--- src/rtl/bcd_to_binary_eight_bit_seq_pkg.sv ---
// Shared types and constants for the sequential BCD-to-binary converter.
// Also holds the input legality check used when error checking is enabled.
package bcd_to_binary_eight_bit_seq_pkg;

    typedef enum logic [1:0] {
        ST_IDLE  = 2'd0,
        ST_SHIFT = 2'd1,
        ST_DONE  = 2'd2
    } state_t;

    localparam logic [3:0] BCD_MAX_DIGIT = 4'd9;
    localparam int         BIN_MAX       = 255;
    localparam logic [3:0] N_SHIFT       = 4'd8;
    localparam logic [3:0] BCD_ADJ       = 4'd3;
    localparam logic [3:0] ADJ_THRESH    = 4'd8;

    // Non-decimal digits, or a value that does not fit in 8 bits (this includes hundreds==3).
    function automatic logic bcd_invalid(input logic [1:0] h, input logic [3:0] t, input logic [3:0] o);
        int value;
        value = 100 * int'(h) + 10 * int'(t) + int'(o);
        return (t > BCD_MAX_DIGIT) || (o > BCD_MAX_DIGIT) || (value > BIN_MAX);
    endfunction

endpackage

--- src/rtl/bcd_digit_adjust.sv ---
// One BCD digit correction step of reverse double-dabble:
// a digit that became >= 8 after the right shift is reduced by 3.
module bcd_digit_adjust
    import bcd_to_binary_eight_bit_seq_pkg::*;
(
    input  logic [3:0] digit_in,
    output logic [3:0] digit_out
);

    assign digit_out = (digit_in >= ADJ_THRESH) ? (digit_in - BCD_ADJ) : digit_in;

endmodule

--- src/rtl/bcd_to_binary_eight_bit_seq.sv ---
// Sequential 3-digit BCD to 8-bit binary converter (reverse double-dabble,
// one shift per clock) with a start/busy/done handshake.
//
//   state    | meaning
//   ---------+----------------------------------------------------------
//   ST_IDLE  | waiting for start; out/error hold the last result
//   ST_SHIFT | converting, one shift+adjust per edge, busy=1
//   ST_DONE  | one-cycle done pulse; start here begins the next conversion
module bcd_to_binary_eight_bit_seq
    import bcd_to_binary_eight_bit_seq_pkg::*;
#(
    parameter bit ERR_CHECK = 1'b1
) (
    input  logic       clk,
    input  logic       reset,
    input  logic       start,
    input  logic [1:0] hundreds,
    input  logic [3:0] tens,
    input  logic [3:0] ones,
    output logic [7:0] out,
    output logic       busy,
    output logic       done,
    output logic       error
);

    state_t      state, state_next;
    logic [17:0] work;
    logic [17:0] shifted;
    logic [17:0] work_shift;
    logic [3:0]  count;
    logic [3:0]  tens_adj, ones_adj;
    logic        accept, reject, last_shift;

    assign accept     = start && ((state == ST_IDLE) || (state == ST_DONE));
    assign reject     = accept && ERR_CHECK && bcd_invalid(hundreds, tens, ones);
    assign last_shift = (state == ST_SHIFT) && (count == (N_SHIFT - 4'd1));

    // Layout: [17:16] hundreds, [15:12] tens, [11:8] ones, [7:0] binary shifted in from the top.
    assign shifted = work >> 1;

    bcd_digit_adjust u_adj_tens (.digit_in(shifted[15:12]), .digit_out(tens_adj));
    bcd_digit_adjust u_adj_ones (.digit_in(shifted[11:8]),  .digit_out(ones_adj));

    assign work_shift = {shifted[17:16], tens_adj, ones_adj, shifted[7:0]};

    always_ff @(posedge clk) begin
        if (reset) begin
            state <= ST_IDLE;
        end else begin
            state <= state_next;
        end
    end

    always_comb begin
        state_next = state;
        case (state)
            ST_IDLE: begin
                if (accept) state_next = reject ? ST_DONE : ST_SHIFT;
            end
            ST_SHIFT: begin
                if (last_shift) state_next = ST_DONE;
            end
            ST_DONE: begin
                if (accept) state_next = reject ? ST_DONE : ST_SHIFT;
                else        state_next = ST_IDLE;
            end
            default: state_next = ST_IDLE;
        endcase
    end

    always_ff @(posedge clk) begin
        if (reset) begin
            work  <= '0;
            count <= '0;
            out   <= '0;
            error <= 1'b0;
        end else if (accept) begin
            count <= '0;
            if (reject) begin
                out   <= '0;
                error <= 1'b1;
            end else begin
                work <= {hundreds, tens, ones, 8'b0};
            end
        end else if (state == ST_SHIFT) begin
            work  <= work_shift;
            count <= count + 4'd1;
            if (last_shift) begin
                out   <= work_shift[7:0];
                error <= 1'b0;
            end
        end
    end

    assign busy = (state == ST_SHIFT);
    assign done = (state == ST_DONE);

endmodule

--- config.mk ---
export PLATFORM = sky130hd
export DESIGN_NAME = bcd_to_binary_eight_bit_seq
export DESIGN_NICKNAME = d
export VERILOG_FILES = /design/src/rtl/bcd_to_binary_eight_bit_seq_pkg.sv /design/src/rtl/bcd_digit_adjust.sv /design/src/rtl/bcd_to_binary_eight_bit_seq.sv
export SDC_FILE = /design/constraint.sdc
export NUM_CORES = 1
export LEC_CHECK = 0
export ABC_AREA = 1
export ABC_CLOCK_PERIOD_IN_PS = 2900
export BUFFER_PORTS_ARGS = -buffer_cell sky130_fd_sc_hd__buf_2
export CAP_MARGIN = 0
export CORE_MARGIN = 2
export CORE_UTILIZATION = 40
export CTS_BUF_LIST = sky130_fd_sc_hd__clkbuf_16
export DETAILED_ROUTE_END_ITERATION = 12
export GPL_TIMING_DRIVEN = 0
export PLACE_DENSITY_LB_ADDON = 0.15
export SETUP_SLACK_MARGIN = 0.5
export SYNTH_ARGS = -nofsm -noshare
export SYNTH_HDL_FRONTEND = slang
export SYNTH_SLANG_ARGS = --single-unit
--- constraint.sdc ---
create_clock -name clk -period 2.9 [get_ports clk]
set_input_delay 0.58 -clock clk [delete_from_list [all_inputs] [get_ports clk]]
set_output_delay 0.58 -clock clk [all_outputs]
set_load 0.05 [all_outputs]
### After elaboration in Yosys (flattened, before gate mapping)

Index checks and enable logic that the tools add are counted.

| storage, ports and cells | value |
|---|---|
| logic and storage cells | 55 |
| output and inout port bits | 11 |
| register bits after elaboration | 33 |
| input port bits | 13 |

| cells by class | value |
|---|---|
| $mul | 2 |
| multiplexer cells | 18 |
| equality and inequality tests | 7 |
| $add $sub $neg | 5 |
| $lt $le $gt $ge | 5 |
| reduce and logical (&&, ||, !) cells | 13 |

Operator list:

| operator | number |
|---|---|
| $mux 18 | 3 |
| $mux 8 | 4 |
| $add 10x4->11 | 1 |
| $gt 11x8->1 const B | 1 |
| $add 9x8->10 | 1 |
| $ge 4x4->1 const B | 2 |
| $gt 4x4->1 const B | 2 |
| $mux 2 | 4 |
| $mux 4 | 2 |
| $sub 4x2->4 const B | 2 |
| $mul 3x4->7 const A | 1 |
| $mul 5x2->7 const A | 1 |
| $pmux 2 s3 | 1 |
| $add 4x1->4 const B | 1 |
| $eq 4x3->1 const B | 1 |
| $mux 1 | 4 |
| $ne 2x1->1 const B | 2 |
| $ne 2x2->1 const B | 2 |
| $reduce_and 2->1 | 2 |
| $reduce_bool 2->1 | 2 |
| $logic_and 1x1->1 | 3 |
| $logic_or 1x1->1 | 3 |
| $reduce_and 3->1 | 1 |
| $eq 2x1->1 const B | 1 |
| other kinds (3) | 3 |

### Logic depth before layout (Yosys ltp)

Gate-level depths: netlist (run 1).

| logic depth | value |
|---|---|
| depth after elaboration | 9 |
| depth in mapped cells | 16 |
| depth with buffers taken out | 16 |

### Hierarchy

From an unflattened synthesis (run 1), not the netlist that was laid out.

| second synthesis, totals | value |
|---|---|
| cells, all modules | 271 |
| area, all modules | 2080.7 um^2 |

By module, submodules not included:

| module | times used | sequential area each (um^2) | area each (um^2) | cells each |
|---|---|---|---|---|
| bcd_to_binary_eight_bit_seq | 1 | 640.6 | 1903.1 | 239 |
| bcd_digit_adjust | 2 | 0.0 | 88.8 | 16 |

### Worst setup path before layout (run 1)

Ideal clock, no wire load.

| path | value |
|---|---|
| path kind | in2reg |
| from | in tens[1] |
| to | reg work[17] |
| setup slack | -67 ps |
| path buffers | 0 |
| stages on the path | 14 |
| arrival time | 2854 ps |
| cells stage by stage | ha_1 > ha_1 > fa_1 > xor2_1 > ha_1 > ha_1 > nand3_1 > a21oi_1 > nor2_2 > nand3_2 > nand2_2 > inv_2 > nor2_1 > nor2_1 |

| between the ends | value |
|---|---|
| word-level cells in the longest chain between the ends | 8 |
| elaborated cells between the ends (all ways) | 10 |

RTL lines:

| what | RTL line | RTL |
|---|---|---|
| start, declared | bcd_to_binary_eight_bit_seq.sv:18 | `input logic [3:0] tens,` |
| $mul 3x4->7 | bcd_to_binary_eight_bit_seq_pkg.sv:20 | `value = 100 * int'(h) + 10 * int'(t) + int'(o);` |
| $add 9x8->10 | bcd_to_binary_eight_bit_seq_pkg.sv:20 |  |
| $add 10x4->11 | bcd_to_binary_eight_bit_seq_pkg.sv:20 |  |
| $gt 11x8->1 | bcd_to_binary_eight_bit_seq_pkg.sv:21 | `return (t > BCD_MAX_DIGIT) \|\| (o > BCD_MAX_DIGIT) \|\| (value > BIN_MAX);` |
| $logic_or 1x1->1 (*) | bcd_to_binary_eight_bit_seq_pkg.sv:21 |  |
| $logic_and 1x1->1 (*) | bcd_to_binary_eight_bit_seq.sv:35 | `assign reject = accept && ERR_CHECK && bcd_invalid(hundreds, tens, ones);` |
| $ne 2x2->1 (no source line) (*) | - |  |
| $reduce_and 2->1 (no source line) (*) | - |  |
| end signal, assigned | bcd_to_binary_eight_bit_seq.sv:83 | `work <= {hundreds, tens, ones, 8'b0};` |
| end signal, assigned | bcd_to_binary_eight_bit_seq.sv:86 | `work <= work_shift;` |
| end, declared | bcd_to_binary_eight_bit_seq.sv:27 | `logic [17:0] work;` |

Mark *: on every way between the ends. The rest lies on a longest branch, timed or not.
A chain may end at the register's enable or synchronous reset.

### Worst setup path after layout (run 1)

| path | value |
|---|---|
| from | in tens[1] |
| to | reg work[8] |

Same word-level chain as after synthesis.

==> summary.txt, run 1 <==
Cells and area
  • Share of cells above drive strength 1: 0.3167
  • Area of the multi-input gates: 0.001359 mm2
  • Fill count: 439
  • Nets: ~340
  • Post-Layout Cell Count: 354
  • Area Overhead vs Synth: 38.82%
  • Number of inserted diodes: 0
  • Finished layout cell area: around 0.0026 mm2
  • Register area: 640.6 um2
  • Finished Core Util: 0.5683

Yosys
  • FF+latch count, synth: 32
  • Synthesis Warnings: 0
  • Post-Syn Instances: 262
  • Register area share after synthesis: 0.3357
  • Cell Area, Synth: between 0.0015 and 0.002 mm2
  • Syn_nets: 300
  • Synth cell types: 24
  • Post-synthesis average cell area: 7.283 um2

Routing
  • Met3 WL: around 150 um
  • Vias/cell: 4.819
  • Drt pass-1 iters: 4
  • Met2 Routed Length: slightly above 2000 um
  • DRT iter0 DRCs: 85
  • WL final: 4460 um
  • Vias: 1706
  • Final ANT Viol Nets: 0
  • DRC: 0
  • Wire per inst: approximately 13 um
  • Top Metal Used: met4
  • Met1 WL: 2220 um

Critical path
  • Cell family with most CP delay: adder cells
  • Setup crit start kind: input port
  • Crit Path Max Fanout: 10
  • CP Capture Type: flop
  • CP most frequent cell: ha_4
  • Buf/Inv on CP: 3
  • Crit path cell chain: buf_12 > ha_4 > ha_4 > fa_2 > xor2_1 > ha_2 > ha_4 > nand3_4 > a21oi_4 > nor2_4 > nand3_4 > buf_12 > nand2_8 > inv_8 > nor2_2 > nor2_1
  • CP max stage delay: 0.35 ns
  • Critical path required time: 3.11 ns
  • WS Path Type: in -> reg
  • Worst R2R Setup Slack: between 1 and 1.5 ns
  • WP data arrival: 3.03 ns
  • CP max-delay cell: fa_2

Timing
  • Final Hold Fails: 0
  • # setup viols final: 0
  • Final period util: 0.9721
  • Worst slew pin tran: 0.4820 ns
  • Max Freq: roughly 350 MHz
  • RSZ-0062 raised after global routing: true
  • Clock Skew: 0.004157 ns
  • Fin crit period: 2.819 ns
  • Relative slew slack: 0.6787
  • Setup TNS: 0 ns
  • Final Max Slew Viols: 0

Clock tree
  • Worst-path clk slew: around 0.050 ns
  • Clk buf depth: 2
  • H-tree levels: 2
  • # hold bufs at CTS: 0
  • CTS buffer count: 5
  • Root Buffer: clkbuf_16
  • TritonCTS clock tree: built
  • Clock Latency Late Sink: 0.28 ns
  • Clk sinks: 32

Floorplanning
  • Die Y-Extent: 73.07 um
  • IO Count: 24
  • Core Area: 0.004661 mm2
  • Horiz. Die Dim: 73.07 um
  • Row Count: 25
  • Die area: 0.005338 mm2
  • Initial Util: 0.4094

GRT
  • Vias in the first global route: 1574
  • Total gr overflow: 0
  • Largest net degree at the start of global routing: 12
  • GRT Overall Usage: 0.1766
  • First-pass GRT wire length: slightly above 7000 um
  • Initial antenna violation count: 0

Place
  • PortBufs: 22
  • Post-DP Area: 0.002215 mm2
  • DP HPWL: 3060 um
  • Final Wtd Congestion: 0.7983
  • Placed cell count: between 300 and 400

Power
  • Max IR drop VDD: 0.3850 mV
  • Total power: about 1.4 mW
  • Pwr Density: between 500 and 600 mW/mm2
  • P_leak: 1.223 nW

Status
  • Status: finished clean

Worst hold path
  • Hold/Removal Path Class: reg -> reg

Run
  • Max-Cap Viols: 0
## what timing repair did
item | 4_1_cts | 5_1_grt
endpoints found under the setup margin | 28 | 28
cloned | 1 | 0
pin swaps | 14 | 6
resized for setup | 23 | 24
buffers inserted | 6 | 1
## worst paths after layout
| kind | startpoint | end | cells after the start |
|---|---|---|---|
| setup / recovery | tens[1] | work[8] | 16 |
| hold reg to reg | out[2] | out[2] | 2 |
| setup reg to reg | count[0] | out[0] | 8 |
| hold / removal | out[2] | out[2] | 2 |
## cells in the final DEF, fill, tap and decap left out, types with 2 or more instances in the layout
cell and count:
a21oi_1 5, a21oi_2 6, buf_12 3, buf_2 24, buf_4 5, buf_6 2, clkbuf_16 5, dfxtp_1 32
fa_1 2, fa_2 2, ha_1 15, ha_4 5, inv_1 29, nand2_1 53, nand2_2 4, nand2_8 2
nand3_1 8, nand3_2 11, nand3_4 2, nand3b_1 2, nor2_1 31, nor2_2 7, nor2_4 2, nor3_1 2
o21ai_0 13, o21ai_1 8, o21ai_2 4, xor2_1 2
## layer usage
layer | global-route usage | vias to the layer above
met5 | 0 | -
met1 | 0.2298 | 768
met3 | 0.04972 | 4
li1 | - | 907
met2 | 0.2833 | 27
met4 | 0.05350 | 0
## worst reg2reg max path, delay by kind of cell (launching register included)
kind            cells  cell delay [ns]
compound gates      1             0.06
fa+ha+maj           1             0.18
buf+inv             1             0.05
flops               1             0.35
simple gates        5             0.86
## final cells by class
| class | count | share of cell area |
|---|---|---|
| Clock buffer | 5 | 0.04724 |
| Clock inverter | 3 | 0.01606 |
| Timing Repair Buffer | 30 | 0.09164 |
| Tap cell | 54 | 0.02551 |
| Buffer | 7 | 0.01653 |
| Inverter | 32 | 0.04818 |
| Multi-Input combinational cell | 191 | 0.5130 |
| Sequential cell | 32 | 0.2419 |
## registers in the layout, indices dropped and copies added, names as in the netlist
signal  cells
error       1
work       17
state       2
count       4
out         8
## synthesized netlist by cell type
master     n  area [um2]
nor3_1     2       10.01
clkinv_1   1       3.750
o21bai_2   1       11.26
a21oi_1   12       60.06
ha_1      21       262.8
o21ai_1    2       10.01
inv_1     29       108.9
buf_2      5       25.02
buf_6      1       11.26
fa_1       4       80.08
o31ai_1    1       7.510
xor2_1     2       17.52
o21ai_0   23       115.1
nand2_1   58       217.7
nand3_1   17       85.08
nand3b_1   2       15.01
nor2_4     1       11.26
inv_2      2       7.510
nand3_2    4       40.04
clkbuf_1   1       3.750
dfxtp_1   32       640.6
nor2_2     2       12.51
nor2_1    37       138.9
nand2_2    2       12.51
## power by group
part           internal, mW  switching, mW  leakage [nW]  total [mW]
clock                 0.403          0.192        0.0798       0.595
sequential            0.463         0.0173         0.260       0.480
combinational         0.151          0.210         0.884       0.362
## logic make-up after synthesis
kind of cell             share of synthesized area
XOR/XNOR                                  0.009182
adder cells (fa/ha/maj)                     0.1797
flip-flops                                  0.3357
AND/OR/NAND/NOR                             0.2846
buffers and inverters                      0.08393
AO/OA/AOI/OAI                               0.1069
## per-stage QoR
stage	setup WS (ns)	hold slack (ns)
2_1_floorplan	0.08404	0.4347
3_3_place_gp	-0.2924	0.4450
3_5_place_dp	-0.2918	0.4532
4_1_cts	0.08547	0.4554
5_1_grt	-0.02179	0.4797
6_report	0.08089	0.4617
Note: power is estimated with default switching activity, not from simulation.
==> run 2, diff against run 1 <==
- ABC_AREA: 1 -> 0
==> run 2 against run 1 <==
Against the previous run: the flow now finishes with violations (setup timing); setup slack worse by 0.22 ns; synthesized cell count down 27%; final area down 7.4%; power down 4.9%; register-to-register slack worse by 0.13 ns; hold slack better by 0.0027 ns; first-iteration DRC count down 52%; via count down 13%; clock skew down 0.0013 ns; area after synthesis down 3.5%; critical path depth down 2; critical path type unchanged.
==> summary.txt, run 2 <==
Critical path
  • CP max stage delay: 0.39 ns
  • WS Path Type: in -> reg
  • Critical path required time: slightly above 3 ns
  • CP most frequent cell: ha_4
  • CP max-delay cell: fa_2
  • WP data arrival: roughly 3.2 ns
  • Crit Path Max Fanout: 10
  • Crit path cell chain: buf_8 > ha_4 > ha_4 > fa_2 > xor2_2 > ha_4 > ha_4 > a211oi_4 > and3_4 > a41o_1 > buf_6 > buf_12 > nor2_2 > a211oi_2
  • Setup crit start kind: input port
  • CP Capture Type: flop

Floorplanning
  • Initial Util: 0.4201
  • Die Y-Extent: 71.86 um
  • IO Count: 24
  • Row Count: 24
  • Core Area: 0.004384 mm2
  • Die area: 0.005163 mm2
  • Horiz. Die Dim: 71.86 um

Yosys
  • FF+latch count, synth: 32
  • Top_reg_cell synth: dfxtp_1
  • Post-Syn Instances: 191
  • Most common cell in the synthesized netlist: dfxtp_1
  • Synthesis Warnings: 0
  • Post-synthesis average cell area: between 9 and 10 um2
  • Syn_nets: 229
  • Register area share after synthesis: 0.3478
  • Synth cell types: 39
  • Top post-synthesis cells by area: dfxtp_1 (35%), ha_1 (14%), mux2i_1 (5.4%), fa_1 (4.3%), a22o_1 (3.8%)
  • Post-synth ARST share: 0
  • Post-synth top area share: 0.3478
  • Synth cell count leaders: dfxtp_1 (32), ha_1 (21), nand2_1 (13), nor2_1 (13), inv_1 (12)
  • Cell Area, Synth: around 0.0018 mm2
  • Post-synth EDFFs: 0
  • Post-synth top area cell: dfxtp_1

Routing
  • DRT iter0 DRCs: 41
  • DRC: 0
  • WL final: roughly 4200 um
  • Final ANT Viol Nets: 0
  • Drt pass-1 iters: 4
  • Wire per inst: 14.89 um
  • Vias: 1476
  • Vias/cell: 5.253

Cells and area
  • Share of cells above drive strength 1: 0.3144
  • Area Overhead vs Synth: 33.22%
  • Area of the multi-input gates: roughly 0.0013 mm2
  • Most common cell after layout, fill and taps aside: dfxtp_1
  • Largest regs: work (17), out (8), count (4)
  • Biggest register: work
  • Commonest cells after routing, fill and taps aside: dfxtp_1 (32), buf_2 (20), ha_1 (15)
  • Max reg flops: 17
  • Register area: between 600 and 700 um2
  • Number of inserted diodes: 0
  • Fill count: around 400
  • Nets: about 270

Status
  • Status: finished with violations
  • Violated checks: setup timing

Timing
  • Final WS setup: -0.1384 ns
  • Final Max Slew Viols: 0
  • Clock Skew: 0.002822 ns
  • Setup TNS: -2.344 ns
  • # setup viols final: 25
  • Final Hold Fails: 0
  • Fin crit period: 3.038 ns
  • Relative slew slack: 0.6178
  • Worst slew pin tran: 0.5711 ns
  • RSZ-0062 raised after global routing: true
  • Final period util: 1.048
  • Hold slack: 0.4644 ns
  • Max Freq: 329.1 MHz

GRT
  • First-pass GRT wire length: 7148 um
  • Initial antenna violation count: 0
  • Total gr overflow: 0
  • Vias in the first global route: 1558
  • Largest net degree at the start of global routing: 11
  • GRT Overall Usage: 0.1811

Power
  • Max IR drop VDD: 0.3657 mV
  • Pwr Density: 556.4 mW/mm2
  • P_leak: roughly 0.99 nW

Clock tree
  • CTS buffer count: 5
  • Root Buffer: clkbuf_16
  • Clk buf depth: 2
  • Worst-path clk slew: roughly 0.050 ns
  • Clk sinks: 32
  • H-tree levels: 2
  • TritonCTS clock tree: built
  • # hold bufs at CTS: 0
  • Clock Latency Late Sink: 0.28 ns

Run
  • Max-Cap Viols: 0

Place
  • Final Wtd Congestion: between 0.7 and 0.8
  • PortBufs: 22
  • DP HPWL: 3048 um

Worst hold path
  • Hold/Removal Path Class: reg -> reg
-- run 2: cell types whose count changed after synthesis, moves of 5 or more --
cell	previous run	this run
nand2_1	58	13
nor2_1	37	13
inv_1	29	12
nand3_1	17	3
o21ai_0	23	10
mux2i_1	0	10
a22o_1	0	8
nand2b_1	0	6
nor2b_1	0	5
xnor2_1	0	5
-- run 2: power breakdown --
part / internal (mW) / total [mW] / switching (mW)
sequential: 0.455 / 0.471 / 0.0160
combinational: 0.148 / 0.312 / 0.164
clock: 0.400 / 0.581 / 0.182
-- run 2: final timing paths --
kind,depth (start not counted),slack [ns],to,startpoint
setup / recovery,14,-0.14,work[11],tens[3]
hold / removal,1,0.46,out[2],work[3]
setup reg to reg,5,1.16,out[4],count[0]
hold reg to reg,1,0.46,out[2],work[3]
-- run 2: critical path, delay by kind of cell --
| family | cells | cell delay [ns] |
|---|---|---|
| fa+ha+maj | 5 | 1.17 |
| compound gates | 3 | 0.60 |
| buf+inv | 3 | 0.38 |
| simple gates | 2 | 0.30 |
| xor+xnor | 1 | 0.19 |
-- run 2: cells by family (layout without fill, tap and decap cells) --
family / Yosys count / count (layout) / synth area share
XOR/XNOR: 8 / 8 / 0.03804
adder cells (fa/ha/maj): 25 / 25 / 0.1861
buffers and inverters: 21 / 59 / 0.05638
flip-flops: 32 / 32 / 0.3478
multiplexers: 10 / 10 / 0.05435
AO/OA/AOI/OAI: 39 / 39 / 0.1556
AND/OR/NAND/NOR: 56 / 56 / 0.1617
-- run 2: stage by stage --
step           power, mW  cell area [um2]  instances    util  setup slack [ns]
5_1_grt            1.432             2454        281  0.5596           -0.2733
3_3_place_gp      0.7111             2058        265  0.4695           -0.5820
3_5_place_dp      0.7217             2058        265  0.4695           -0.6424
6_report           1.365             2454        281  0.5596           -0.1384
4_1_cts            1.331             2321        280  0.5294           -0.2767
2_1_floorplan     0.6601             1883        191       -           -0.2054
-- run 2: cell type report --
| cell class | count | share of cell area |
|---|---|---|
| repair buffers | 30 | 0.08159 |
| flip-flops and latches | 32 | 0.2611 |
| clock inverters | 3 | 0.01581 |
| multi-input cells | 138 | 0.5217 |
| well taps | 52 | 0.02652 |
| inverters | 13 | 0.01989 |
| plain buffers | 8 | 0.02244 |
| clock buffers | 5 | 0.05099 |
-- run 2: what timing repair did --
action	4_1_cts	5_1_grt
pin swaps	14	13
resized for setup	13	23
cloned	1	0
setup buffers	6	1
endpoints found under the setup margin	28	28
-- run 2: routing by layer --
| metal | track usage | routed length, um |
|---|---|---|
| met1 | 0.2189 | 1909 |
| met2 | 0.3014 | 2034 |
| met3 | 0.05204 | 154 |
| met4 | 0.07547 | 85 |
| met5 | 0 | 0 |
